### config.mk
export PLATFORM = sky130hd
export DESIGN_NAME = sdram_arbiter
export DESIGN_NICKNAME = d
export VERILOG_FILES = /design/src/rtl/sdram_arbiter.sv
export SDC_FILE = /design/constraint.sdc
export NUM_CORES = 1
export LEC_CHECK = 0
export ABC_AREA = 1
export CAP_MARGIN = 20
export CORE_AREA = 2 2 120 122
export DETAILED_ROUTE_END_ITERATION = 7
export DIE_AREA = 0 0 122 124
export PLACE_DENSITY_LB_ADDON = 0.3
export SYNTH_ARGS = -nofsm -noshare
export SYNTH_HDL_FRONTEND = slang
export SYNTH_SLANG_ARGS = --single-unit
### constraint.sdc
create_clock -name clk -period 2 [get_ports clk]
set_clock_uncertainty 0.05 [all_clocks]
set_input_delay 0.4 -clock clk [delete_from_list [all_inputs] [get_ports clk]]
set_output_delay 0.4 -clock clk [all_outputs]
set_load 0.02 [all_outputs]
### src/rtl/sdram_arbiter.sv
// -----------------------------------------------------------------------------
// sdram_arbiter
//
// Two-requester arbiter in front of a single-command SDRAM controller.
// Requester 0 is normally the CPU and requester 1 is a DMA or video engine.
// Only one transaction is in flight at a time. The winner's command is latched
// on the grant edge and stays frozen until the controller completes it.
//
// Transaction flow (IDLE -> BUSY -> RESP -> IDLE):
//   IDLE : pick a winner among the valid requesters and latch its command.
//   BUSY : present s_valid until the controller answers with s_ready, then
//          capture s_dout for the granted requester.
//   RESP : the granted requester sees its one-cycle ready pulse, and the
//          last-granted pointer moves to it. No arbitration takes place here,
//          so there is always one IDLE cycle between transactions.
//
// Parameters
//   ADDR_WIDTH : word-address width of the requester and controller ports
//   PRIO_M0    : 1 = m0 always wins a tie, 0 = round-robin on ties
//
// Ports
//   clk, resetn                     : clock, asynchronous active-low reset
//   m{0,1}_valid/addr/wdata/wstrb   : requester command (wstrb 0 = read)
//   m{0,1}_ready/rdata              : completion pulse and read data
//   s_valid/s_addr/s_din/s_wmask    : command to the SDRAM controller
//   s_ready/s_dout                  : controller completion and read data
//   grant                           : index of the requester owning the bus
//   busy                            : high while a transaction is open
// -----------------------------------------------------------------------------
module sdram_arbiter #(
  parameter int ADDR_WIDTH = 21,
  parameter int PRIO_M0    = 0
) (
  input  logic                  clk,
  input  logic                  resetn,

  input  logic                  m0_valid,
  input  logic [ADDR_WIDTH-1:0] m0_addr,
  input  logic [31:0]           m0_wdata,
  input  logic [3:0]            m0_wstrb,
  output logic                  m0_ready,
  output logic [31:0]           m0_rdata,

  input  logic                  m1_valid,
  input  logic [ADDR_WIDTH-1:0] m1_addr,
  input  logic [31:0]           m1_wdata,
  input  logic [3:0]            m1_wstrb,
  output logic                  m1_ready,
  output logic [31:0]           m1_rdata,

  output logic                  s_valid,
  output logic [ADDR_WIDTH-1:0] s_addr,
  output logic [31:0]           s_din,
  output logic [3:0]            s_wmask,
  input  logic                  s_ready,
  input  logic [31:0]           s_dout,

  output logic                  grant,
  output logic                  busy
);

  localparam logic [1:0] ST_IDLE = 2'd0;
  localparam logic [1:0] ST_BUSY = 2'd1;
  localparam logic [1:0] ST_RESP = 2'd2;

  logic [1:0]            state_q,   state_d;
  logic                  grant_q,   grant_d;
  logic                  last_q,    last_d;
  logic [ADDR_WIDTH-1:0] s_addr_q,  s_addr_d;
  logic [31:0]           s_din_q,   s_din_d;
  logic [3:0]            s_wmask_q, s_wmask_d;

  // The requester ports are gathered into arrays so that the response logic
  // below can be written once for both requesters.
  logic [1:0]            req_valid;
  logic [ADDR_WIDTH-1:0] req_addr  [2];
  logic [31:0]           req_wdata [2];
  logic [3:0]            req_wstrb [2];
  logic [1:0]            rsp_ready;
  logic [31:0]           rsp_rdata [2];

  logic                  winner;
  logic                  complete;

  assign req_valid    = {m1_valid, m0_valid};
  assign req_addr[0]  = m0_addr;
  assign req_addr[1]  = m1_addr;
  assign req_wdata[0] = m0_wdata;
  assign req_wdata[1] = m1_wdata;
  assign req_wstrb[0] = m0_wstrb;
  assign req_wstrb[1] = m1_wstrb;

  // Winner selection. The result is used only in IDLE.
  // On a tie, round-robin picks the requester that was not granted last.
  // A single valid requester always wins, whatever the pointer holds.
  always_comb begin
    winner = 1'b0;
    if (&req_valid) begin
      winner = (PRIO_M0 != 0) ? 1'b0 : ~last_q;
    end else begin
      winner = req_valid[1];
    end
  end

  // The controller finishes the open command in this cycle.
  // An s_ready seen outside BUSY never sets this signal, so it is ignored.
  assign complete = (state_q == ST_BUSY) && s_ready;

  always_comb begin
    state_d   = state_q;
    grant_d   = grant_q;
    last_d    = last_q;
    s_addr_d  = s_addr_q;
    s_din_d   = s_din_q;
    s_wmask_d = s_wmask_q;

    case (state_q)
      ST_IDLE: begin
        if (|req_valid) begin
          state_d   = ST_BUSY;
          grant_d   = winner;
          s_addr_d  = req_addr[winner];
          s_din_d   = req_wdata[winner];
          s_wmask_d = req_wstrb[winner];
        end
      end
      ST_BUSY: begin
        // The command is not touched here. A requester that changes its
        // inputs, or drops valid, cannot disturb the open transaction.
        if (s_ready) begin
          state_d = ST_RESP;
        end
      end
      ST_RESP: begin
        state_d = ST_IDLE;
        last_d  = grant_q;
      end
      default: begin
        state_d = ST_IDLE;
      end
    endcase
  end

  always_ff @(posedge clk or negedge resetn) begin
    if (!resetn) begin
      state_q <= ST_IDLE;
      grant_q <= 1'b0;
      // After reset the pointer reads "m1 was granted last", so m0 wins the
      // first tie.
      last_q  <= 1'b1;
    end else begin
      state_q <= state_d;
      grant_q <= grant_d;
      last_q  <= last_d;
    end
  end

  always_ff @(posedge clk or negedge resetn) begin
    if (!resetn) begin
      s_addr_q  <= '0;
      s_din_q   <= '0;
      s_wmask_q <= '0;
    end else begin
      s_addr_q  <= s_addr_d;
      s_din_q   <= s_din_d;
      s_wmask_q <= s_wmask_d;
    end
  end

  // Response path for each requester. The ready flop is set on the completing
  // edge, so it is high for exactly the RESP cycle. The rdata register loads
  // only for the granted requester, so the other requester keeps its last
  // read value.
  for (genvar gi = 0; gi < 2; gi++) begin : g_rsp
    logic        ready_q, ready_d;
    logic [31:0] rdata_q, rdata_d;
    logic        mine;

    assign mine    = complete && (grant_q == 1'(gi));
    assign ready_d = mine;
    assign rdata_d = mine ? s_dout : rdata_q;

    always_ff @(posedge clk or negedge resetn) begin
      if (!resetn) begin
        ready_q <= 1'b0;
        rdata_q <= '0;
      end else begin
        ready_q <= ready_d;
        rdata_q <= rdata_d;
      end
    end

    assign rsp_ready[gi] = ready_q;
    assign rsp_rdata[gi] = rdata_q;
  end

  // s_valid is dropped in the same cycle that s_ready arrives. The controller
  // therefore never sees the finished command as a new request.
  assign s_valid  = (state_q == ST_BUSY) && !s_ready;
  assign s_addr   = s_addr_q;
  assign s_din    = s_din_q;
  assign s_wmask  = s_wmask_q;
  assign grant    = grant_q;
  assign busy     = (state_q != ST_IDLE);

  assign m0_ready = rsp_ready[0];
  assign m1_ready = rsp_ready[1];
  assign m0_rdata = rsp_rdata[0];
  assign m1_rdata = rsp_rdata[1];

endmodule

==> results.sh <==
export IMPL_fin_crit_ns=1.91
export IMPL_route_met3_wl_mm=1.56
export IMPL_grt_pass1_wl_mm=30.3
export IMPL_relSlewSlack_pct=55.3
export IMPL_cts_root_buf="clkbuf_16"
export IMPL_max_stage_delay_ns=0.43
export IMPL_fp_dieW_um=122
export IMPL_mostFrequentLayoutCells="nand2_1, clkdlybuf4s50_1, dfrtp_1"
export IMPL_tightestPinTransition_ns=0.670
export IMPL_setup_violations=0
export IMPL_synth_net_count=953
export IMPL_ys_warn_count=0
export IMPL_drt_pass1_iterations=5
export IMPL_fin_nets=1212
export IMPL_rsz0062_at_grt="false"
export IMPL_viasPerCell=4.99
export IMPL_fp_dieH_um=124
export IMPL_crit_buf_inv=2
export IMPL_path_class="flop to primary output"
export IMPL_worstSetupEndpointType="primary output"
export IMPL_drc=0
export IMPL_tritoncts="yes"
export IMPL_core_um2=13700
export IMPL_post_dp_hpwl_mm=12.8
export IMPL_grt_max_degree=68
export IMPL_ir_worst_vdd_uv=610
export IMPL_arrival_ns=1.46
export IMPL_syn2layout_area_growth_pct=58.4
export IMPL_gp_congestion=0.807
export IMPL_cts_setup_buffers=0
export IMPL_drv_slew=0
export IMPL_leakage_uw=0.00504
export IMPL_numClockSinks=127
export IMPL_tns_ns=0
export IMPL_drv_cap=0
export IMPL_power_per_cell_area_nw_per_um2=1570
export IMPL_clockBufferDepth=2
export IMPL_antenna_found_initial=2
export IMPL_wl_mm=19.0
export IMPL_synth_top_cells_by_area="dfrtp_1, nand2_1, nand3_1, inv_1, nand4_1"
export IMPL_critPathLaunchType="flop"
export IMPL_syn_inst=802
export IMPL_wl_met1_mm=7.58
export IMPL_insertion_delay_ns=0.41
export IMPL_synth_largest_area_cell="dfrtp_1"
export IMPL_cp_top_family="flip-flops"
export IMPL_outcome="finished clean"
export IMPL_path_cells="nor2_4 > nand2_1 > inv_1 > dlygate4sd2_1"
export IMPL_hold_path_class="primary input to flop"
export IMPL_postPlaceCellArea_um2=9060
export IMPL_grt_usage_pct=25.8
export IMPL_cts_htree_levels=4
export IMPL_finalPower_uw=15200
export IMPL_drive_above_1_share_pct=5.87
export IMPL_fin_crit_sh_pct=95.4
export IMPL_top_layer="met4"
export IMPL_cts_buffers_inserted=17
export IMPL_fill_cells=1090
export IMPL_grt_ovfl_total=0
export IMPL_synth_top_area_share_pct=51.4
export IMPL_syn_area_per_cell_um2=7.65
export IMPL_dr_total_vias=6260
export IMPL_avgRoutedWirePerCell_um=15.1
export IMPL_netlist_area_um2=6130
export IMPL_dr_first_iter_drc_count=584
export IMPL_max_freq_mhz=524
export IMPL_seq_area_frac_synth_pct=51.8
export IMPL_portBuffers=276
export IMPL_rows=43
export IMPL_initial_utilization_pct=44.7
export IMPL_path_max_fanout=4
export IMPL_synth_seq_cells=127
export IMPL_finalInstanceArea_um2=9720
export IMPL_antenna_left=0
export IMPL_routed_wl_met2_mm=9.23
export IMPL_synth_distinct_cells=18
export IMPL_io_pins=277
export IMPL_rrSetupSlack_ns=0.27
export IMPL_crit_path_top_delay_cell="dfrtp_1"
export IMPL_layout_commonest_cell="nand2_1"
export IMPL_clk_pin_slew_ns=0.05
export IMPL_cp_required_ns=1.55
export IMPL_grt_pass1_vias=5991
export IMPL_finalHoldViolCount=0
export IMPL_dieArea_um2=15100
==> cell families (layout without fill, tap and decap cells) <==
logic type / Yosys count / after routing / share of synthesized area [%]
compound gates: 3 / 3 / 0.306
buf+inv: 180 / 452 / 12.5
flops: 127 / 127 / 51.8
other cells: 0 / 1 / 0
simple gates: 492 / 492 / 35.3
==> final cells by class <==
class                      count  area (um^2)  share of cell area, %
clock inverter                11          178                   1.83
inverter                     122          458                   4.71
tap                          180          225                   2.32
sequential                   127         3180                   32.7
antenna                        1         2.50                 0.0257
clock buffer                  21          470                   4.84
timing repair buffer         298         3010                   30.9
multi-input combinational    495         2200                   22.6
==> final timing paths <==
path / depth (start not counted) / startpoint / to
setup / recovery: 4 / state_q[1] / s_valid
hold / removal: 4 / s_ready / state_q[0]
setup reg to reg: 6 / state_q[1] / m0_rdata[11]
hold reg to reg: 2 / m1_rdata[22] / m1_rdata[22]
max in group asynchronous: 3 / resetn / s_wmask[0]
min in group asynchronous: 2 / resetn / s_din[14]
==> sequential cells by signal (all words and copies together), names as in the netlist <==
| name | cells |
|---|---|
| s_din | 32 |
| s_wmask | 4 |
| grant | 1 |
| m1_ready | 1 |
| m1_rdata | 32 |
| state_q | 2 |
| m0_ready | 1 |
| last_q | 1 |
| s_addr | 21 |
| m0_rdata | 32 |
==> power by group <==
group	internal (uW)	leakage [uW]	switching [uW]
registers	3800	0.00157	670
logic	3200	0.00316	4190
clock network	2200	0.000307	1170
total	9200	0.00504	6020
==> repair_timing <==
action,in CTS,in global routing
endpoints found under the setup margin,2,2
hold buffers,1,0
gates resized for setup,2,1
pin swaps,0,0
endpoints found under the hold margin,16,0
==> synth_stat cells <==
cell / instances
buf_4: 5
o21ai_1: 1
o21ai_2: 1
dfrtp_1: 126
nand4_1: 64
nor2_1: 2
inv_2: 2
nand2_2: 2
inv_1: 120
nor2_2: 1
buf_2: 36
buf_6: 4
nand3_1: 116
dfstp_2: 1
clkbuf_1: 13
o21ai_0: 1
nand2_1: 306
nor2_4: 1
==> routing by layer <==
| layer | up-vias | global-route usage (%) |
|---|---|---|
| li1 | 3026 | - |
| met1 | 2909 | 32.2 |
| met2 | 275 | 41.8 |
| met3 | 50 | 7.51 |
| met4 | 0 | 11.2 |
| met5 | - | 0 |
==> worst reg2reg max path, stage by stage, from the launching register on <==
cell and delay (ns):
dfrtp_1 0.43, nor2_4 0.14, buf_6 0.40, nand3_1 0.18, buf_4 0.26, nand2_1 0.10, nand2_1 0.06
==> per-stage QoR <==
stage | setup slack [ns] | util, % | instances | hold WS [ns]
floorplan | 0.602 | - | 802 | 0.0544
global placement | 0.160 | 66.0 | 1221 | 0.265
detailed placement | 0.0923 | 66.0 | 1221 | 0.267
CTS | 0.0805 | 70.8 | 1254 | 0.203
global route | 0.0208 | 70.8 | 1255 | 0.263
finish | 0.0920 | 70.8 | 1255 | 0.213
Note: power is estimated with default switching activity, not from simulation.
